File: src/rtl/gpio_input_capture.sv
// GPIO input capture: synchronizes the pad inputs into the wb_clk_i domain,
// detects per-pin rising/falling edges, latches enabled edges into sticky
// write-1-to-clear status bits and exposes everything on a Wishbone slave.
module gpio_input_capture #(
    parameter int          NUM_PINS    = 38,
    parameter int          SYNC_STAGES = 2,
    parameter logic [31:0] BASE_ADDR   = 32'h3000_0200
) (
    input  logic                wb_clk_i,
    input  logic                wb_rst_ni,
    input  logic                wbs_stb_i,
    input  logic                wbs_cyc_i,
    input  logic                wbs_we_i,
    input  logic [3:0]          wbs_sel_i,
    input  logic [31:0]         wbs_dat_i,
    input  logic [31:0]         wbs_adr_i,
    output logic                wbs_ack_o,
    output logic [31:0]         wbs_dat_o,
    input  logic [NUM_PINS-1:0] gpio_in,
    output logic [NUM_PINS-1:0] gpio_sync_o,
    output logic                irq_o
);

    logic [SYNC_STAGES-1:0][NUM_PINS-1:0] sync_q;
    logic [NUM_PINS-1:0] prev_q;
    logic [NUM_PINS-1:0] rise_en_q;
    logic [NUM_PINS-1:0] fall_en_q;
    logic [NUM_PINS-1:0] status_q;

    logic [NUM_PINS-1:0] rise;
    logic [NUM_PINS-1:0] fall;
    logic [NUM_PINS-1:0] set_bits;
    logic [NUM_PINS-1:0] clr_bits;
    logic [NUM_PINS-1:0] wr_mask;
    logic [NUM_PINS-1:0] wr_data;

    logic        req;
    logic        hit;
    logic        wr_en;
    logic [2:0]  idx;
    logic        rise_wr;
    logic        fall_wr;
    logic        status_wr;
    logic [31:0] rd_data;

    logic [63:0] in64;
    logic [63:0] rise64;
    logic [63:0] fall64;
    logic [63:0] status64;

    // The two byte-offset bits carry no information for word registers.
    logic unused_adr_bits;
    assign unused_adr_bits = ^wbs_adr_i[1:0];

    // Shift register synchronizer; the oldest stage drives the pin levels.
    always_ff @(posedge wb_clk_i or negedge wb_rst_ni) begin
        if (!wb_rst_ni) begin
            sync_q <= '0;
        end else begin
            sync_q <= {sync_q[SYNC_STAGES-2:0], gpio_in};
        end
    end

    assign gpio_sync_o = sync_q[SYNC_STAGES-1];

    assign rise     = gpio_sync_o & ~prev_q;
    assign fall     = ~gpio_sync_o & prev_q;
    assign set_bits = (rise & rise_en_q) | (fall & fall_en_q);
    assign irq_o    = |status_q;

    // Bus request decode: a new request is only accepted while ack is low,
    // which makes a held strobe acknowledge every other cycle.
    assign req       = wbs_stb_i & wbs_cyc_i & ~wbs_ack_o;
    assign hit       = (wbs_adr_i[31:5] == BASE_ADDR[31:5]);
    assign idx       = wbs_adr_i[4:2];
    assign wr_en     = req & wbs_we_i & hit;
    assign rise_wr   = wr_en & (idx[2:1] == 2'b01);
    assign fall_wr   = wr_en & (idx[2:1] == 2'b10);
    assign status_wr = wr_en & (idx[2:1] == 2'b11);

    // Per-pin write mask: the pin must live in the addressed half (LO/HI)
    // and its byte lane must be enabled.
    for (genvar i = 0; i < NUM_PINS; i++) begin : g_pin_mask
        assign wr_mask[i] = wbs_sel_i[(i % 32) / 8] & (idx[0] == ((i >= 32) ? 1'b1 : 1'b0));
        assign wr_data[i] = wbs_dat_i[i % 32];
    end

    assign clr_bits = status_wr ? (wr_data & wr_mask) : '0;

    // Zero-extend pin-wide registers to 64 bits so unused pins read 0.
    always_comb begin
        in64                      = '0;
        rise64                    = '0;
        fall64                    = '0;
        status64                  = '0;
        in64[NUM_PINS-1:0]        = gpio_sync_o;
        rise64[NUM_PINS-1:0]      = rise_en_q;
        fall64[NUM_PINS-1:0]      = fall_en_q;
        status64[NUM_PINS-1:0]    = status_q;
    end

    // Read multiplexer; addresses outside the block return 0.
    always_comb begin
        rd_data = '0;
        if (hit) begin
            case (idx)
                3'd0:    rd_data = in64[31:0];
                3'd1:    rd_data = in64[63:32];
                3'd2:    rd_data = rise64[31:0];
                3'd3:    rd_data = rise64[63:32];
                3'd4:    rd_data = fall64[31:0];
                3'd5:    rd_data = fall64[63:32];
                3'd6:    rd_data = status64[31:0];
                default: rd_data = status64[63:32];
            endcase
        end
    end

    // Edge enable registers with byte-lane write masking.
    always_ff @(posedge wb_clk_i or negedge wb_rst_ni) begin
        if (!wb_rst_ni) begin
            rise_en_q <= '0;
            fall_en_q <= '0;
        end else begin
            if (rise_wr) begin
                rise_en_q <= (rise_en_q & ~wr_mask) | (wr_data & wr_mask);
            end
            if (fall_wr) begin
                fall_en_q <= (fall_en_q & ~wr_mask) | (wr_data & wr_mask);
            end
        end
    end

    // Edge history and sticky status; a new edge beats a same-cycle clear.
    always_ff @(posedge wb_clk_i or negedge wb_rst_ni) begin
        if (!wb_rst_ni) begin
            prev_q   <= '0;
            status_q <= '0;
        end else begin
            prev_q   <= gpio_sync_o;
            status_q <= (status_q & ~clr_bits) | set_bits;
        end
    end

    // Single-cycle acknowledge; read data is held until the next read,
    // and a write leaves 0 on the data bus.
    always_ff @(posedge wb_clk_i or negedge wb_rst_ni) begin
        if (!wb_rst_ni) begin
            wbs_ack_o <= 1'b0;
            wbs_dat_o <= '0;
        end else if (req) begin
            wbs_ack_o <= 1'b1;
            wbs_dat_o <= wbs_we_i ? 32'h0 : rd_data;
        end else begin
            wbs_ack_o <= 1'b0;
        end
    end

endmodule

File: config.mk
export PLATFORM = sky130hd
export DESIGN_NAME = gpio_input_capture
export DESIGN_NICKNAME = d
export VERILOG_FILES = /design/src/rtl/gpio_input_capture.sv
export SDC_FILE = /design/constraint.sdc
export NUM_CORES = 1
export LEC_CHECK = 0
export CORE_UTILIZATION = 42
export CTS_CLUSTER_DIAMETER = 120
export DETAILED_ROUTE_END_ITERATION = 8
export PLACE_DENSITY = 0.68
export SLEW_MARGIN = 20
export SYNTH_ARGS = -nofsm -noshare
export SYNTH_HDL_FRONTEND = slang
export SYNTH_SLANG_ARGS = --single-unit
File: constraint.sdc
create_clock -name wb_clk_i -period 3.48 [get_ports wb_clk_i]
set_input_delay 0.87 -clock wb_clk_i [delete_from_list [all_inputs] [get_ports wb_clk_i]]
set_output_delay 0.87 -clock wb_clk_i [all_outputs]
set_load 0.02 [all_outputs]
==> results.sh, run 1 <==
export IMPL_fp_dieArea_sq_um=25900
export IMPL_cp_slowest_cell="clkdlybuf4s50_1"
export IMPL_crit_family="simple AND/OR/NAND/NOR gates"
export IMPL_clock_latency_ns=0.53
export IMPL_cts_sinks=261
export IMPL_synth_warning_count=0
export IMPL_avgSynthCellArea_sq_um=12.8
export IMPL_num_rows=57
export IMPL_grt_pass1_vias=7753
export IMPL_power_density_nw_per_um2=470
export IMPL_wl_met3_mm=1.22
export IMPL_clkPwrFrac=0.438
export IMPL_via_per_inst=5.54
export IMPL_ios=183
export IMPL_swShare=0.222
export IMPL_critPathBufInv=1
export IMPL_crit_type="reg -> out"
export IMPL_p_switching_w=0.00142
export IMPL_top_layer="met4"
export IMPL_p_leak_nw=5.56
export IMPL_synth_cell_types=37
export IMPL_finalCritPeriodShare=0.967
export IMPL_die_x_um=161
export IMPL_final_nets=1106
export IMPL_area_growth_pct=28.3
export IMPL_rsz0062_at_grt="false"
export IMPL_hold_path_class="reg -> reg"
export IMPL_wl_met2_mm=12.7
export IMPL_drive_above_1_share=0.179
export IMPL_wl_per_cell_um=19.8
export IMPL_drc=0
export IMPL_p_comb_frac=0.069
export IMPL_clock_skew_ns=0.00880
export IMPL_cp_required_ns=2.61
export IMPL_drv_slew=0
export IMPL_maxSlewHeadroom=0.471
export IMPL_netlist_area_sq_um=10600
export IMPL_crit_fanout=3
export IMPL_seq_area_frac_synth=0.615
export IMPL_cts_path_max_buffers=3
export IMPL_ys_seq_elements=261
export IMPL_fp_dieH_um=161
export IMPL_grt_max_degree=89
export IMPL_htreeDepth=1
export IMPL_coreArea_sq_um=24500
export IMPL_netlist_instances=830
export IMPL_gp_congestion=0.798
export IMPL_drt_total_wl_mm=26.6
export IMPL_wl_met1_mm=11.9
export IMPL_postLayoutCoreUtil=0.555
export IMPL_max_freq_ghz=0.297
export IMPL_place_inst=1290
export IMPL_p_int_w=0.00498
export IMPL_cap_viol_max_count=0
export IMPL_start_kind="flop"
export IMPL_initial_core_util=0.433
export IMPL_synth_fp_nets=941
export IMPL_hpwlAfterDp_mm=17.9
export IMPL_grt_pass1_wl_mm=42.9
export IMPL_drtIter0Drc=452
export IMPL_p_total_w=0.00640
export IMPL_cts_clk_slew_worst_paths_ns=0.06
export IMPL_arrival_ns=2.49
export IMPL_seqPwrFrac=0.492
export IMPL_detail_route_antenna_nets=0
export IMPL_hold_buffers=0
export IMPL_track_usage=0.210
export IMPL_vias=7421
export IMPL_setup_violations_final=0
export IMPL_finalNonFillerCells=1340
export IMPL_status="finished clean"
export IMPL_clock_root_buffer="clkbuf_16"
export IMPL_ir_drop_uv=337
export IMPL_cp_cell_sequence="nor4_2 -> nand4_1 -> nor2_1 -> nand3_1 -> clkdlybuf4s50_1"
export IMPL_antenna_found_initial=2
export IMPL_hold_viol_final=0
export IMPL_critPathMaxStageDelay_ns=0.55
export IMPL_post_cts_buffers=0
export IMPL_cts_made_buffers=27
export IMPL_final_min_clock_period_ns=3.36
export IMPL_tightest_slew_ns=0.792
export IMPL_dr_pass1_iters=5
export IMPL_grt_overflow=0
export IMPL_cts_tree="built"
export IMPL_endpoint_kind="primary output"
export IMPL_finalSetupTns_ns=0
export IMPL_io_buffers=180
==> cells in the final DEF, fill, tap and decap left out, drive strengths merged, types with 2 or more instances in the layout <==
| cell type | n |
|---|---|
| a21bo | 6 |
| a221oi | 26 |
| a22o | 26 |
| a22oi | 6 |
| a2bb2oi | 6 |
| a32o | 6 |
| and2 | 2 |
| and3b | 2 |
| buf | 39 |
| bufinv | 2 |
| clkbuf | 42 |
| clkdlybuf4s50 | 179 |
| clkinv | 4 |
| dfrtp | 261 |
| diode | 2 |
| mux2 | 76 |
| mux2i | 6 |
| nand2 | 71 |
| nand3 | 50 |
| nand3b | 38 |
| nand4 | 4 |
| nor2 | 2 |
| nor2b | 9 |
| nor3 | 12 |
| nor4 | 14 |
| o211ai | 37 |
| o21ai | 32 |
| o221ai | 7 |
| o31ai | 38 |
| or2 | 6 |
==> per-stage QoR <==
step	worst slack [ns]	instance area (sq um)	hold slack, ns
3_5_place_dp	0.294	12700	0.335
6_report	0.116	13600	0.341
5_1_grt	0.0162	13600	0.350
2_1_floorplan	1.01	10600	0.331
4_1_cts	0.0615	13600	0.347
3_3_place_gp	0.219	12700	0.331
==> synthesized netlist by cell type (all sizes together) <==
master,count,area share
a21bo,6,0.0057
and3b,2,0.0017
o21ai,32,0.015
nand3,50,0.024
and2,2,0.0012
or3,1,0.00059
o31ai,38,0.027
or2,6,0.0035
buf,52,0.033
o221ai,7,0.0058
nor2b,9,0.0053
nor3,12,0.016
nor2,2,0.00071
dfrtp,261,0.62
mux2i,6,0.0057
a32o,6,0.0057
nor4b,1,0.00083
nand4,4,0.0024
a2bb2oi,6,0.0050
nand3b,38,0.027
a221oi,26,0.021
nand2,71,0.025
nor3b,1,0.0012
nor4,14,0.0083
inv,1,0.00035
a22oi,6,0.0042
o211ai,37,0.026
mux2,76,0.081
and3,1,0.00059
a22o,26,0.021
clkbuf,30,0.011
==> per-layer routing <==
metal | global-route usage | up-vias
met2 | 0.341 | 201
met1 | 0.290 | 3754
met3 | 0.0336 | 51
met4 | 0.0643 | 0
met5 | 0 | -
li1 | - | 3415
==> layout make-up <==
type                            count  area, sq um
Tap cell                          324          405
Timing Repair Buffer              218         2170
Antenna cell                        2         5.00
Clock buffer                       42          772
Sequential cell                   261         6530
Fill cell                        2060        10900
Inverter                            1         3.75
Clock inverter                      6         80.1
Multi-Input combinational cell    486         3660
==> cell families (layout without fill, tap and decap cells) <==
group / after synthesis / count (layout) / share of synthesized area
AND/OR/NAND/NOR: 214 / 214 / 0.117
other: 0 / 2 / 0
flip-flops: 261 / 261 / 0.615
AO/OA/AOI/OAI: 190 / 190 / 0.137
buffers and inverters: 83 / 267 / 0.0438
multiplexers: 82 / 82 / 0.0863
==> timing repair <==
action / in CTS / in global routing
resized for setup: 1 / 2
pin swaps: 0 / 0
setup endpoints to repair: 1 / 1
==> path summary, 6_finish.rpt <==
kind	slack [ns]	cells past startpoint	startpoint	end
max in group asynchronous	2.31	2	wb_rst_ni	gpio_sync_o[22]
worst min register to register	0.34	0	sync_q[3]	gpio_sync_o[3]
min in group asynchronous	0.35	1	wb_rst_ni	sync_q[12]
worst max register to register	1.33	6	wbs_ack_o	flop
worst min-delay path	0.34	0	sync_q[3]	gpio_sync_o[3]
worst max-delay path	0.12	5	status_q[2]	irq_o
==> power by group through the flow <==
stage / clock network (W) / registers [W] / logic [W]
CTS: 0.00286 / 0.00315 / 0.000451
finish: 0.00281 / 0.00315 / 0.000444
floorplan: 0 / 0.00319 / 0.000169
global placement: 0 / 0.00320 / 0.000446
detailed placement: 0 / 0.00321 / 0.000449
global route: 0.00299 / 0.00316 / 0.000481
Note: power is estimated with default switching activity, not from simulation.
==> run 2: changes to the inputs <==
--- a/config.mk
+++ b/config.mk
@@ -8,7 +8,9 @@
 export CORE_UTILIZATION = 42
 export CTS_CLUSTER_DIAMETER = 120
 export DETAILED_ROUTE_END_ITERATION = 8
+export HOLD_SLACK_MARGIN = 0.15
 export PLACE_DENSITY = 0.68
+export RECOVER_POWER = 25
 export SLEW_MARGIN = 20
 export SYNTH_ARGS = -nofsm -noshare
 export SYNTH_HDL_FRONTEND = slang
==> run 2 against run 1 <==
  * Setup slack gained 0.0038 ns
  * Die area is the same
  * Sequential share of layout area is essentially flat
  * Register-to-register slack is essentially flat
  * Fmax grew 0.11%
  * Critical path type unchanged
  * Global-route usage is the same
  * The run now ends with max-capacitance violations, max-slew violations left
  * Clock skew is essentially flat
  * Flip-flop and latch count is the same
  * Final cell count is the same
  * Combinational power shrank 2%
  * First-iteration DRC count grew 10%
==> results.sh, run 2 (synthesized netlist as in run 1, its figures left out) <==
export IMPL_rsz0062_at_grt="false"
export IMPL_drt_total_wl_mm=26.5
export IMPL_antenna_found_initial=2
export IMPL_area_growth_pct=28.2
export IMPL_clkPwrFrac=0.439
export IMPL_failed_checks="max-capacitance violations, max-slew violations"
export IMPL_hold_path_class="reg -> reg"
export IMPL_drtIter0Drc=499
export IMPL_start_kind="flop"
export IMPL_die_x_um=161
export IMPL_hpwlAfterDp_mm=17.9
export IMPL_hold_depth=0
export IMPL_critPathBufInv=1
export IMPL_final_nets=1106
export IMPL_arrival_ns=2.49
export IMPL_max_freq_ghz=0.298
export IMPL_initial_core_util=0.433
export IMPL_power_density_nw_per_um2=470
export IMPL_drv_slew=87
export IMPL_cts_sinks=261
export IMPL_coreArea_sq_um=24500
export IMPL_clock_root_buffer="clkbuf_16"
export IMPL_p_leak_nw=5.57
export IMPL_vias=7427
export IMPL_htreeDepth=1
export IMPL_wl_per_cell_um=19.8
export IMPL_tightest_slew_ns=2.23
export IMPL_layout_commonest_cell="dfrtp_1"
export IMPL_crit_fanout=3
export IMPL_clock_latency_ns=0.53
export IMPL_maxSlewHeadroom=-0.489
export IMPL_dr_pass1_iters=5
export IMPL_crit_type="reg -> out"
export IMPL_setup_violations_final=0
export IMPL_finalSetupTns_ns=0
export IMPL_r2r_cells=6
export IMPL_cp_depth=5
export IMPL_grt_pass1_wl_mm=42.9
export IMPL_seqPwrFrac=0.493
export IMPL_num_fill_cells=2061
export IMPL_cts_made_buffers=27
export IMPL_clock_skew_ns=0.00869
export IMPL_io_buffers=180
export IMPL_endpoint_kind="primary output"
export IMPL_layout_common_cells="dfrtp_1 (261), clkdlybuf4s50_1 (142), mux2_2 (76)"
export IMPL_cp_required_ns=2.61
export IMPL_crit_family="simple AND/OR/NAND/NOR gates"
export IMPL_cts_tree="built"
export IMPL_ir_drop_uv=336
export IMPL_final_min_clock_period_ns=3.36
export IMPL_status="complete, but fails checks"
export IMPL_via_per_inst=5.54
export IMPL_cts_clk_slew_worst_paths_ns=0.06
export IMPL_track_usage=0.210
export IMPL_cts_path_max_buffers=3
export IMPL_swShare=0.222
export IMPL_num_rows=57
export IMPL_grt_overflow=0
export IMPL_grt_pass1_vias=7753
export IMPL_p_comb_frac=0.068
export IMPL_fp_dieH_um=161
export IMPL_finalCritPeriodShare=0.965
export IMPL_hold_viol_final=0
export IMPL_fin_ws_ns=0.120
export IMPL_ios=183
export IMPL_hold_buffers=0
export IMPL_fp_dieArea_sq_um=25900
export IMPL_place_ws_ns=0.294
export IMPL_p_int_w=0.00498
export IMPL_drc=0
export IMPL_p_switching_w=0.00142
export IMPL_gp_congestion=0.798
export IMPL_cap_viol_max_count=1
export IMPL_cp_slowest_cell="clkdlybuf4s50_1"
export IMPL_cp_cell_sequence="nor4_2 -> nand4_1 -> nor2_1 -> nand3_1 -> clkdlybuf4s50_1"
export IMPL_drive_above_1_share=0.179
export IMPL_critPathMaxStageDelay_ns=0.55
export IMPL_detail_route_antenna_nets=0
export IMPL_grt_max_degree=89
run 2: path summary, 6_finish.rpt:
kind / from / end / slack [ns]
setup / recovery: status_q[2] / irq_o / 0.12
hold / removal: sync_q[3] / gpio_sync_o[3] / 0.34
setup reg to reg: wbs_ack_o / flop / 1.33
hold reg to reg: sync_q[3] / gpio_sync_o[3] / 0.34
max in group asynchronous: wb_rst_ni / gpio_sync_o[22] / 1.12
min in group asynchronous: wb_rst_ni / sync_q[12] / 1.01
run 2: through the flow:
step / cells / area [sq um] / hold slack, ns / util / power (W)
4_1_cts: 1338 / 13600 / 0.347 / 0.555 / 0.00646
6_report: 1340 / 13600 / 0.341 / 0.555 / 0.00640
3_3_place_gp: 1290 / 12700 / 0.331 / 0.519 / 0.00365
5_1_grt: 1340 / 13600 / 0.350 / 0.555 / 0.00662
2_1_floorplan: 830 / 10600 / 0.331 / - / 0.00336
3_5_place_dp: 1290 / 12700 / 0.335 / 0.520 / 0.00366
run 2: timing repair:
action / in CTS / in global routing
endpoints found under the setup margin: 1 / 1
pin swaps: 0 / 0
setup buffers: 0 / 0
gates resized for setup: 1 / 2
run 2: power by group through the flow:
stage / registers, W / logic [W] / clock network [W]
finish: 0.00315 / 0.000435 / 0.00281
global route: 0.00316 / 0.000473 / 0.00299
CTS: 0.00315 / 0.000451 / 0.00286
detailed placement: 0.00321 / 0.000449 / 0
global placement: 0.00320 / 0.000446 / 0
floorplan: 0.00319 / 0.000169 / 0
run 2: routing by layer:
layer / wire length, um / track usage / part of all wire
met3: 1290 / 0.0336 / 0.049
met1: 11800 / 0.290 / 0.45
met2: 12700 / 0.341 / 0.48
met4: 683 / 0.0643 / 0.026
met5: 0 / 0 / 0
run 2: worst register-to-register path, delay by kind of cell (launching register included):
kind                   cells  cell delay [ns]
buffers and inverters      2             0.35
AND/OR/NAND/NOR            3             0.90
multiplexers               1             0.41
flip-flops                 1             0.38
run 2: area by class of cell:
cell class              count  area (sq um)  share of cell area
clock buffers              42           772              0.0567
inverters                   1          3.75            0.000276
clock inverters             6          80.1             0.00588
diodes                      2          5.00            0.000368
flip-flops and latches    261          6530               0.480
multi-input cells         486          3660               0.269
well taps                 324           405              0.0298
repair buffers            218          2160               0.158
